### src/rtl/ff_bank_pkg.sv
// Shared definitions for the ff_bank flip-flop array: the mode encoding
// and the SR invalid-request test used by every cell.
package ff_bank_pkg;

  typedef enum logic [1:0] {
    MODE_D  = 2'b00,
    MODE_T  = 2'b01,
    MODE_JK = 2'b10,
    MODE_SR = 2'b11
  } mode_e;

  // Only SR mode treats a simultaneous 1/1 on both inputs as a forbidden request.
  function automatic logic is_invalid(input logic [1:0] mode, input logic a, input logic b);
    return (mode == MODE_SR) && a && b;
  endfunction

endpackage

### src/rtl/ff_cell.sv
// One bit of ff_bank: combinational next-state for D/T/JK/SR behaviour
// plus the per-bit SR invalid-request flag.
module ff_cell
  import ff_bank_pkg::*;
(
  input  logic [1:0] mode_i,
  input  logic       a_i,
  input  logic       b_i,
  input  logic       q_i,
  output logic       qnext_o,
  output logic       invalid_o
);

  always_comb begin
    qnext_o = q_i;
    case (mode_i)
      MODE_D:  qnext_o = a_i;
      MODE_T:  qnext_o = q_i ^ a_i;
      MODE_JK: begin
        case ({a_i, b_i})
          2'b01:   qnext_o = 1'b0;
          2'b10:   qnext_o = 1'b1;
          2'b11:   qnext_o = ~q_i;
          default: qnext_o = q_i;
        endcase
      end
      MODE_SR: begin
        // The illegal 1/1 request leaves the bit untouched.
        case ({a_i, b_i})
          2'b01:   qnext_o = 1'b0;
          2'b10:   qnext_o = 1'b1;
          default: qnext_o = q_i;
        endcase
      end
      default: qnext_o = q_i;
    endcase
  end

  assign invalid_o = is_invalid(mode_i, a_i, b_i);

endmodule

### src/rtl/ff_bank.sv
// Multi-mode flip-flop bank with complementary outputs, change flags and
// sticky SR-invalid detection; the saturating event counter is built only with FFBANK_ERR_CNT_EN.
module ff_bank
  import ff_bank_pkg::*;
#(
  parameter int              WIDTH     = 8,
  parameter logic [WIDTH-1:0] RESET_VAL = '0,
  parameter int              CNT_W     = 8
) (
  input  logic             CLK,
  input  logic             RST_N,
  input  logic             EN,
  input  logic [1:0]       MODE,
  input  logic [WIDTH-1:0] A,
  input  logic [WIDTH-1:0] B,
  input  logic             CLR_ERR,
  output logic [WIDTH-1:0] Q,
  output logic [WIDTH-1:0] QN,
  output logic [WIDTH-1:0] CHG,
  output logic             ERR
`ifdef FFBANK_ERR_CNT_EN
  ,
  output logic [CNT_W-1:0] ERR_CNT
`endif
);

  logic [WIDTH-1:0] q_q, q_d;
  logic [WIDTH-1:0] chg_q, chg_d;
  logic             err_q, err_d;
  logic [WIDTH-1:0] qNext;
  logic [WIDTH-1:0] invalidBits;
  logic             invalidEvent;

  for (genvar i = 0; i < WIDTH; i++) begin : gCell
    ff_cell uCell (
      .mode_i    (MODE),
      .a_i       (A[i]),
      .b_i       (B[i]),
      .q_i       (q_q[i]),
      .qnext_o   (qNext[i]),
      .invalid_o (invalidBits[i])
    );
  end

  // Any number of invalid bits on one edge counts as a single event.
  assign invalidEvent = EN & (|invalidBits);

  always_comb begin
    q_d   = EN ? qNext : q_q;
    chg_d = q_d ^ q_q;
    err_d = CLR_ERR ? 1'b0 : (err_q | invalidEvent);
  end

  always_ff @(posedge CLK or negedge RST_N) begin
    if (!RST_N) begin
      q_q   <= RESET_VAL;
      chg_q <= '0;
      err_q <= 1'b0;
    end else begin
      q_q   <= q_d;
      chg_q <= chg_d;
      err_q <= err_d;
    end
  end

  assign Q   = q_q;
  assign QN  = ~q_q;
  assign CHG = chg_q;
  assign ERR = err_q;

`ifdef FFBANK_ERR_CNT_EN
  logic [CNT_W-1:0] cnt_q, cnt_d;

  // Clear takes priority; otherwise count events until all ones.
  always_comb begin
    cnt_d = cnt_q;
    if (CLR_ERR) begin
      cnt_d = '0;
    end else if (invalidEvent && (cnt_q != {CNT_W{1'b1}})) begin
      cnt_d = cnt_q + 1'b1;
    end
  end

  always_ff @(posedge CLK or negedge RST_N) begin
    if (!RST_N) begin
      cnt_q <= '0;
    end else begin
      cnt_q <= cnt_d;
    end
  end

  assign ERR_CNT = cnt_q;
`endif

endmodule

### config.mk
export PLATFORM = sky130hd
export DESIGN_NAME = ff_bank
export DESIGN_NICKNAME = d
export VERILOG_FILES = /design/src/rtl/ff_bank_pkg.sv /design/src/rtl/ff_cell.sv /design/src/rtl/ff_bank.sv
export SDC_FILE = /design/constraint.sdc
export NUM_CORES = 1
export LEC_CHECK = 0
export ABC_AREA = 1
export ABC_CLOCK_PERIOD_IN_PS = 970
export CORE_UTILIZATION = 43
export CTS_CLUSTER_SIZE = 20
export DETAILED_ROUTE_END_ITERATION = 12
export GPL_TIMING_DRIVEN = 0
export PLACE_DENSITY = 0.83
export SLEW_MARGIN = 20
export SYNTH_ARGS = -nofsm -noshare
export SYNTH_HDL_FRONTEND = slang
export SYNTH_SLANG_ARGS = --single-unit
export TNS_END_PERCENT = 100
### constraint.sdc
create_clock -name CLK -period 0.97 [get_ports CLK]
set_input_delay 0.291 -clock CLK [delete_from_list [all_inputs] [get_ports CLK]]
set_output_delay 0.291 -clock CLK [all_outputs]
set_load 0.01 [all_outputs]
== Yosys cells after proc, flatten, opt, wreduce, memory -nomap -nowiden ==
Index checks and enable logic that the tools add are counted.

* Muxes and demuxes: 26
* Reductions and logical operators: 18
* Equal/unequal tests: 27
* Bitwise logic cells: 20

{| class="wikitable"
|+ Operators by type and width
! cell !! number
|-
| == test 2 bit, second input constant || 18
|-
| case mux 1 bit (4 select lines) || 8
|-
| case mux 1 bit (3 select lines) || 8
|-
| == test 2 x 1 -> 1 bit, second input constant || 9
|-
| logical AND 1 bit || 16
|-
| case mux 1 bit (2 select lines) || 8
|-
| 2-to-1 mux 8 bit || 1
|-
| inverter 1 bit || 8
|-
| inverter 8 bit || 1
|-
| OR reduction 8 bit || 1
|-
| XOR 1 bit || 8
|-
| XOR 8 bit || 1
|-
| logical NOT 2 bit || 1
|-
| AND 1 bit || 1
|-
| 2-to-1 mux 1 bit || 1
|-
| bitwise OR 1 bit || 1
|}

* Logic and storage cells: 94
* Output and inout bits: 25
* Register bits after elaboration: 17

== Depth between registers and ports, before layout ==
Gate-level depths: netlist of the first run.

* Depth in word-level cells: 7
* Mapped depth: 11
* Depth with buffers taken out: 11

== Modules after synthesis ==
Synthesis of the first run repeated with hierarchy kept, for this count alone.

* Cell total of the unflattened synthesis: 235
* Area total of the unflattened synthesis: 1450.1 um^2

{| class="wikitable"
|+ Modules (own cells, without submodules)
! module !! cells each !! area an instance (um^2) !! times used
|-
| ff_cell || 22 || 101.3 || 8
|-
| ff_bank || 59 || 639.4 || 1
|}

== Worst setup path after synthesis of the first run ==
No wires, ideal clock.

* Path type: in2reg
* From: in B[7]
* To: reg chg_q[7] (netlist: CHG[7])
* Data arrival time: 1049 ps
* Stages: 11
* Path buffers: 0
* Data required time: 853 ps
* Setup slack: -196 ps
* Path through: inv_1 > ha_1 > inv_1 > nand2_1 > nor2_1 > nor2_1 > nand2_1 > nand2_1 > nand2_1 > nand2_1 > nand2_1

* Cells in the longest elaborated chain, start to end: 5
* Elaborated cells on any way between the ends: 8
* Those cells by class: eq/ne (3); mux (4); bitwise (1)

{| class="wikitable"
|+ RTL lines
! element !! line !! source
|-
| start: declaration || ff_bank.sv:15 || <nowiki>input logic [WIDTH-1:0] B,</nowiki>
|-
| == test 2 bit (tied with other cells) || ff_cell.sv:20 || <nowiki>case ({a_i, b_i})</nowiki>
|-
| case mux 1 bit (3 select lines) or case mux 1 bit (2 select lines) (tied branches) || ff_cell.sv:20, ff_cell.sv:29 ||
|-
| case mux 1 bit (4 select lines) * || ff_cell.sv:16 || <nowiki>case (mode_i)</nowiki>
|-
| 2-to-1 mux 8 bit * || ff_bank.sv:49 || <nowiki>q_d = EN ? qNext : q_q;</nowiki>
|-
| via q_d[7] || ff_bank.sv:27 || <nowiki>logic [WIDTH-1:0] q_q, q_d;</nowiki>
|-
| XOR 8 bit * || ff_bank.sv:50 || <nowiki>chg_d = q_d ^ q_q;</nowiki>
|-
| via chg_d[7] || ff_bank.sv:28 || <nowiki>logic [WIDTH-1:0] chg_q, chg_d;</nowiki>
|-
| end signal: assignment || ff_bank.sv:61 || <nowiki>chg_q <= chg_d;</nowiki>
|-
| end: declaration || ff_bank.sv:28 ||
|}

The timed path passes the listed nets; every way through them passes the cells marked *.

== Worst setup path after layout of the first run ==
* From: reg q_q[2] (netlist: Q[2])
* To: out QN[2]

* Cells in the longest elaborated chain, start to end: 1

{| class="wikitable"
|+ RTL lines
! element !! line !! source
|-
| start: declaration || ff_bank.sv:27 ||
|-
| start signal: assignment || ff_bank.sv:60 || <nowiki>q_q <= q_d;</nowiki>
|-
| inverter 8 bit || ff_bank.sv:67 || <nowiki>assign QN = ~q_q;</nowiki>
|-
| end: declaration || ff_bank.sv:18 || <nowiki>output logic [WIDTH-1:0] QN,</nowiki>
|}

No other way between the ends.

==> results of run 1 <==
==> cell usage in the layout, fill, tap and decap left out, drive strengths merged <==
cell	count
nand2	97
buf	77
inv	39
nor2	27
nand3	26
dfrtp	17
o21ai	11
clkbuf	10
ha	8
nand4	7
dlygate4sd2	5
nor3	3
o21bai	3
a21oi	2
clkdlybuf4s15	2
o211ai	1
clkdlybuf4s50	1
==> registers in the layout, indices dropped and copies added, names as in the netlist <==
signal / cells
ERR: 1
Q: 8
CHG: 8
==> through the flow <==
stage	setup WS, ns	hold WS [ns]	area [um^2]	instances	util
5_1_grt	-0.359	0.235	2790	382	0.822
3_5_place_dp	-0.880	0.521	2300	346	0.680
2_1_floorplan	-0.156	-0.00459	1790	254	-
3_3_place_gp	-0.861	0.503	2300	346	0.680
6_report	-0.326	0.178	2790	382	0.822
4_1_cts	-0.291	0.210	2660	377	0.784
==> power groups by stage <==
stage / Sequential [mW] / Clock [mW] / Combinational (mW)
6_report: 0.902 / 0.409 / 2.06
5_1_grt: 0.911 / 0.447 / 2.21
4_1_cts: 0.888 / 0.398 / 1.81
3_5_place_dp: 0.925 / 0 / 1.37
3_3_place_gp: 0.925 / 0 / 1.35
2_1_floorplan: 0.943 / 0 / 0.729
==> per-layer routing <==
metal	vias to the layer above	GRT usage	routed length, um
met5	-	0	0
met4	0	0.0669	84
met3	11	0.0460	253
met2	71	0.470	2880
met1	946	0.323	2220
li1	953	-	-
==> path summary, 6_finish.rpt <==
kind,startpoint,end,slack [ns],depth (start not counted)
max in group asynchronous,RST_N,CHG[0],0.29,1
min in group CLK,A[4],Q[4],0.41,5
hold reg to reg,ERR,ERR,0.53,2
setup / recovery,Q[2],QN[2],-0.33,3
setup reg to reg,Q[1],CHG[1],-0.29,8
hold / removal,RST_N,CHG[2],0.18,1
==> Yosys cell counts <==
| cell | count | area share |
|---|---|---|
| nor3_1 | 3 | 0.0097 |
| buf_4 | 9 | 0.043 |
| nor2_1 | 25 | 0.060 |
| nand4_1 | 7 | 0.028 |
| nor2_2 | 2 | 0.0080 |
| ha_1 | 8 | 0.064 |
| inv_2 | 1 | 0.0024 |
| nand3_1 | 24 | 0.077 |
| nand2_2 | 4 | 0.016 |
| inv_1 | 38 | 0.092 |
| o21ai_0 | 8 | 0.026 |
| nand3_2 | 2 | 0.013 |
| a21oi_1 | 2 | 0.0064 |
| o21ai_1 | 2 | 0.0064 |
| dfrtp_1 | 17 | 0.27 |
| clkbuf_1 | 1 | 0.0024 |
| nand2_1 | 93 | 0.22 |
| o211ai_1 | 1 | 0.0048 |
| buf_6 | 3 | 0.022 |
| o21ai_2 | 1 | 0.0056 |
| o21bai_1 | 3 | 0.014 |
==> critical path, delay by kind of cell (launching register included) <==
kind | cells | cell delay (ns)
DFF | 1 | 0.42
buffers and inverters | 3 | 0.28
==> cells by family (layout without fill, tap and decap cells) <==
group                      count (synthesis)  after routing  synth area share
AOI/OAI and AO/OA                         17             17            0.0636
adders and majority gates                  8              8            0.0644
buffers and inverters                     52            134             0.162
DFF                                       17             17             0.274
and+or+nand+nor                          160            160             0.437
==> final cells by class <==
type / count / area share
plain buffers: 13 / 0.0503
clock buffers: 4 / 0.00943
inverters: 39 / 0.0948
multi-input cells: 185 / 0.433
flip-flops and latches: 17 / 0.153
well taps: 46 / 0.0207
repair buffers: 78 / 0.239
==> repair_timing <==
| item | CTS | global route |
|---|---|---|
| gates cloned | 0 | 0 |
| hold buffers | 0 | 0 |
| endpoints found under the setup margin | 59 | 42 |
| resized for setup | 228 | 43 |
| setup buffers | 27 | 6 |
| pin swaps | 19 | 17 |
| endpoints found under the hold margin | 0 | 0 |
==> impl_results.md, run 1 <==
* #FFs+latches synth at 17
* CP endpoint kind: output pin
* Clk slew on worst S/H paths at 0.10 ns
* Required @ worst endpoint at 0.68 ns
* GRT overflow at 0
* CTS tree: built
* Rows at 21
* Min-delay worst type: input pin to asynchronous set/reset pin
* Dpl hpwl at 2990 um
* Setup TNS at -8.59 ns
* Leak at 1.41 nW
* Port bufs at 46
* Sequential element share of the synthesized area at 0.274
* Final number of hold-violating endpoints at 0
* Most common cell on crit path: buf_6
* Global-route wire length before repair at 8220 um
* Layout cell share with drive strength beyond 1 at 0.533
* Clk root buf: clkbuf_4
* Max clock buf depth at 2
* Register Area at 425 um^2
* Largest net degree at the start of global routing at 18
* 1st-iter DRT viols at 101
* CP Data Arrival Time at 1.00 ns
* Final net count at approximately 370
* Clock skew at 0.00116 ns
* Clock Latency Late Sink at approximately 0.30 ns
* DR vias/cell at 5.19
* Status: complete, but fails checks
* Relative slew slack at 0.461
* Post-route minimum period at 1.30 ns
* Layout area overhead at 79.1%
* Unique masters post-synth at 21
* Drt drc at 0
* CTS Buf Count at 3
* Cells after Synth at 254
* Fin worst setup slack at -0.326 ns
* Syn_nets at 284
* Crit-path max FO at 3
* Initial Util at 0.459
* Drt wl/cell at 14.2 um
* Fin crit share at 1.34
* Critical path class: register to output pin
* Core Area at 3390 um^2
* Clock Power Share at 0.121
* Pins Over Slew Limit at 0
* CP peak stage delay at 0.42 ns
* CP max stage cell: dfrtp_1
* Startpoint class of the critical path: register
* Sw power at 1.32 mW
* Fillers at 194
* Vias in the first global route at between 1500 and 2000
* Area of the multi-input gates at 1210 um^2
* Power per cell area at 1210 nW/um^2
* Ports at 47
* Die footprint at between 3000 and 4000 um^2
* Peak VDD IR at 0.770 mV
* Worst Tran Pin Value at 0.809 ns
* Global Route Usage Sum at 0.262
* Avg Cell Area, Syn at 6.12 um^2
* Failing checks: negative setup slack
* Yosys Warn Count at 0
* Reg power frac at 0.267
* Antenna diodes at 0
* Achievable clock frequency at 0.772 GHz
* Final setup fails at 41
* Cell breakdown of the critical path: buf_6 -> inv_4 -> buf_6
* Sink Count at 17
* Total Power at 3.37 mW
* P_int at 2.05 mW
* Post-Syn Area at 1560 um^2
* Via count at 1981
* GPL Wtd Cong at 0.825
* Die width at 62.1 um
* Combinational share of power at 0.611
* RSZ-0062 raised after global routing: yes
* Sw frac at 0.392
* Max_cap viols at 0
* Die Y at 62.1 um
* First-pass DRT Iterations at 4
* Total wire length at approximately 5400 um
* H-tree levels at 1
* Initial antenna violation count at 0
* Remaining antenna violation count at 0
(Power assumes the default switching activity.)
==> run 2, diff against run 1 <==
--- a/config.mk
+++ b/config.mk
@@ -6,10 +6,11 @@
 export NUM_CORES = 1
 export LEC_CHECK = 0
 export ABC_AREA = 1
-export ABC_CLOCK_PERIOD_IN_PS = 970
+export CORE_ASPECT_RATIO = 0.7
 export CORE_UTILIZATION = 43
 export CTS_CLUSTER_SIZE = 20
 export DETAILED_ROUTE_END_ITERATION = 12
+export GPL_ROUTABILITY_DRIVEN = 0
 export GPL_TIMING_DRIVEN = 0
 export PLACE_DENSITY = 0.83
 export SLEW_MARGIN = 20
==> impl_results.md, run 2 (synthesis results as in run 1) <==
* Status: complete, but fails checks
* Failing checks: negative setup slack
* GRT overflow at 0
* Startpoint class of the critical path: register
* Leak at 1.46 nW
* Final setup fails at 41
* Most common cell after layout, fill and taps aside: nand2_1
* Remaining antenna violation count at 0
* CTS Buf Count at 3
* RSZ-0062 raised after global routing: yes
* Layout cell share with drive strength beyond 1 at 0.560
* Pins Over Slew Limit at 0
* Clk slew on worst S/H paths at 0.07 ns
* Largest net degree at the start of global routing at 18
* CP Data Arrival Time at 1.44 ns
* Combinational share of power at 0.600
* Fin crit share at 1.33
* WP buf/inv at 3
* First-pass DRT Iterations at 5
* Via count at 2097
* Clock Power Share at 0.153
* Port bufs at 46
* Peak VDD IR at 0.909 mV
* Die Y at about 52 um
* Most frequent cells in the layout: 67 x nand2_1, 46 x buf_6, 23 x buf_4
* Drt drc at 0
* Layout Cells excl Fill at 388
* H-tree levels at 1
* Dpl hpwl at 3300 um
* Min-delay worst type: input pin to asynchronous set/reset pin
* Final net count at 372
* CTS tree: built
* Achievable clock frequency at 0.777 GHz
* Power per cell area at 1270 nW/um^2
* DR vias/cell at 5.40
* Global-route wire length before repair at 9410 um
* # placed instances at around 350
* Post-route minimum period at 1.29 ns
* Worst Tran Pin Value at around 0.81 ns
* Max clock buf depth at 2
* Drt wl/cell at 15.9 um
* Fin worst setup slack at -0.317 ns
* Clock skew at 0.00307 ns
* Ports at between 40 and 50
* Crit-path max FO at 4
* CP max stage cell: dfrtp_1
* Vias in the first global route at 2065
* Top delay family on crit path: simple AND/OR/NAND/NOR gates
* Cell breakdown of the critical path: buf_6 -> inv_4 -> buf_12 -> nand2_2 -> nand3_2 -> nand4_1 -> nand3_1 -> nand2_1
* Clk root buf: clkbuf_8
* Clock Latency Late Sink at 0.26 ns
* Sink Count at 17
* Global Route Usage Sum at 0.330
* Core Area at 3300 um^2
* Relative slew slack at 0.457
* Final number of hold-violating endpoints at 0
* Reg power frac at 0.247
* Die footprint at ~3900 um^2
* Die width at between 70 and 80 um
* Antenna diodes at 0
* Total Power at 3.67 mW
* Critical path class: register to register
* Sw power at 1.40 mW
* Required @ worst endpoint at 1.12 ns
* Cell area after layout at 2880 um^2
* Setup TNS at -7.66 ns
* CP endpoint kind: register
* Initial Util at 0.472
* 1st-iter DRT viols at between 100 and 150
* Post-DP Area at 2300 um^2
* Layout area overhead at 85.3%
* Total wire length at 6160 um
* Max_cap viols at 0
* Initial antenna violation count at 0
* CP peak stage delay at 0.42 ns
* Sw frac at 0.381
* P_int at ~2.3 mW
* Rows at 17
[run 2: changes by cell type in the layout (fill, tap and decap cells not counted), moves of 3 or more]
cell / change
buf_4: +6
buf_6: +3
clkbuf_8: +3
dlygate4sd2_1: -3
nand3_2: +3
nor2_2: -3
[run 2: power by group through the flow]
| stage | combinational [mW] | sequential (mW) | clock [mW] |
|---|---|---|---|
| 6_report | 2.20 | 0.905 | 0.561 |
| 5_1_grt | 2.35 | 0.911 | 0.588 |
| 4_1_cts | 1.93 | 0.897 | 0.553 |
| 3_5_place_dp | 1.38 | 0.929 | 0 |
| 3_3_place_gp | 1.35 | 0.925 | 0 |
| 2_1_floorplan | 0.729 | 0.943 | 0 |
[run 2: path summary, 6_finish.rpt]
check | startpoint | to | slack (ns) | depth (start not counted)
hold / removal | RST_N | Q[5] | 0.23 | 1
max in group asynchronous | RST_N | CHG[4] | 0.24 | 1
setup reg to reg | Q[1] | CHG[1] | -0.32 | 8
setup / recovery | Q[1] | CHG[1] | -0.32 | 8
hold reg to reg | ERR | ERR | 0.54 | 2
min in group CLK | A[6] | CHG[6] | 0.45 | 5
[run 2: cell type report]
| cell class | count | area (um^2) |
|---|---|---|
| Inverter | 39 | 267 |
| Sequential cell | 17 | 425 |
| Tap cell | 47 | 58.8 |
| Multi-Input combinational cell | 185 | 1220 |
| Fill cell | 181 | 415 |
| Clock buffer | 4 | 45.0 |
| Buffer | 12 | 125 |
| Timing Repair Buffer | 84 | 743 |
[run 2: layer usage]
layer  wire length [um]  part of all wire  GRT usage
met1               2440              0.40      0.372
met2               3040              0.49      0.596
met3                513             0.083     0.0885
met4                170             0.028      0.125
met5                  0                 0          0
[run 2: per-stage QoR]
stage / worst slack (ns) / utilization / hold WS (ns)
floorplan: -0.156 / - / -0.00459
global placement: -0.887 / 0.699 / 0.502
detailed placement: -0.907 / 0.699 / 0.531
CTS: -0.274 / 0.841 / 0.259
global route: -0.347 / 0.874 / 0.292
finish: -0.317 / 0.874 / 0.230
[run 2: repair_timing]
action / CTS / global route
hold buffers: 0 / 0
buffers inserted: 31 / 8
resized for setup: 255 / 48
pin swaps: 27 / 19
endpoints found under the hold margin: 0 / 0
setup endpoints to repair: 59 / 42
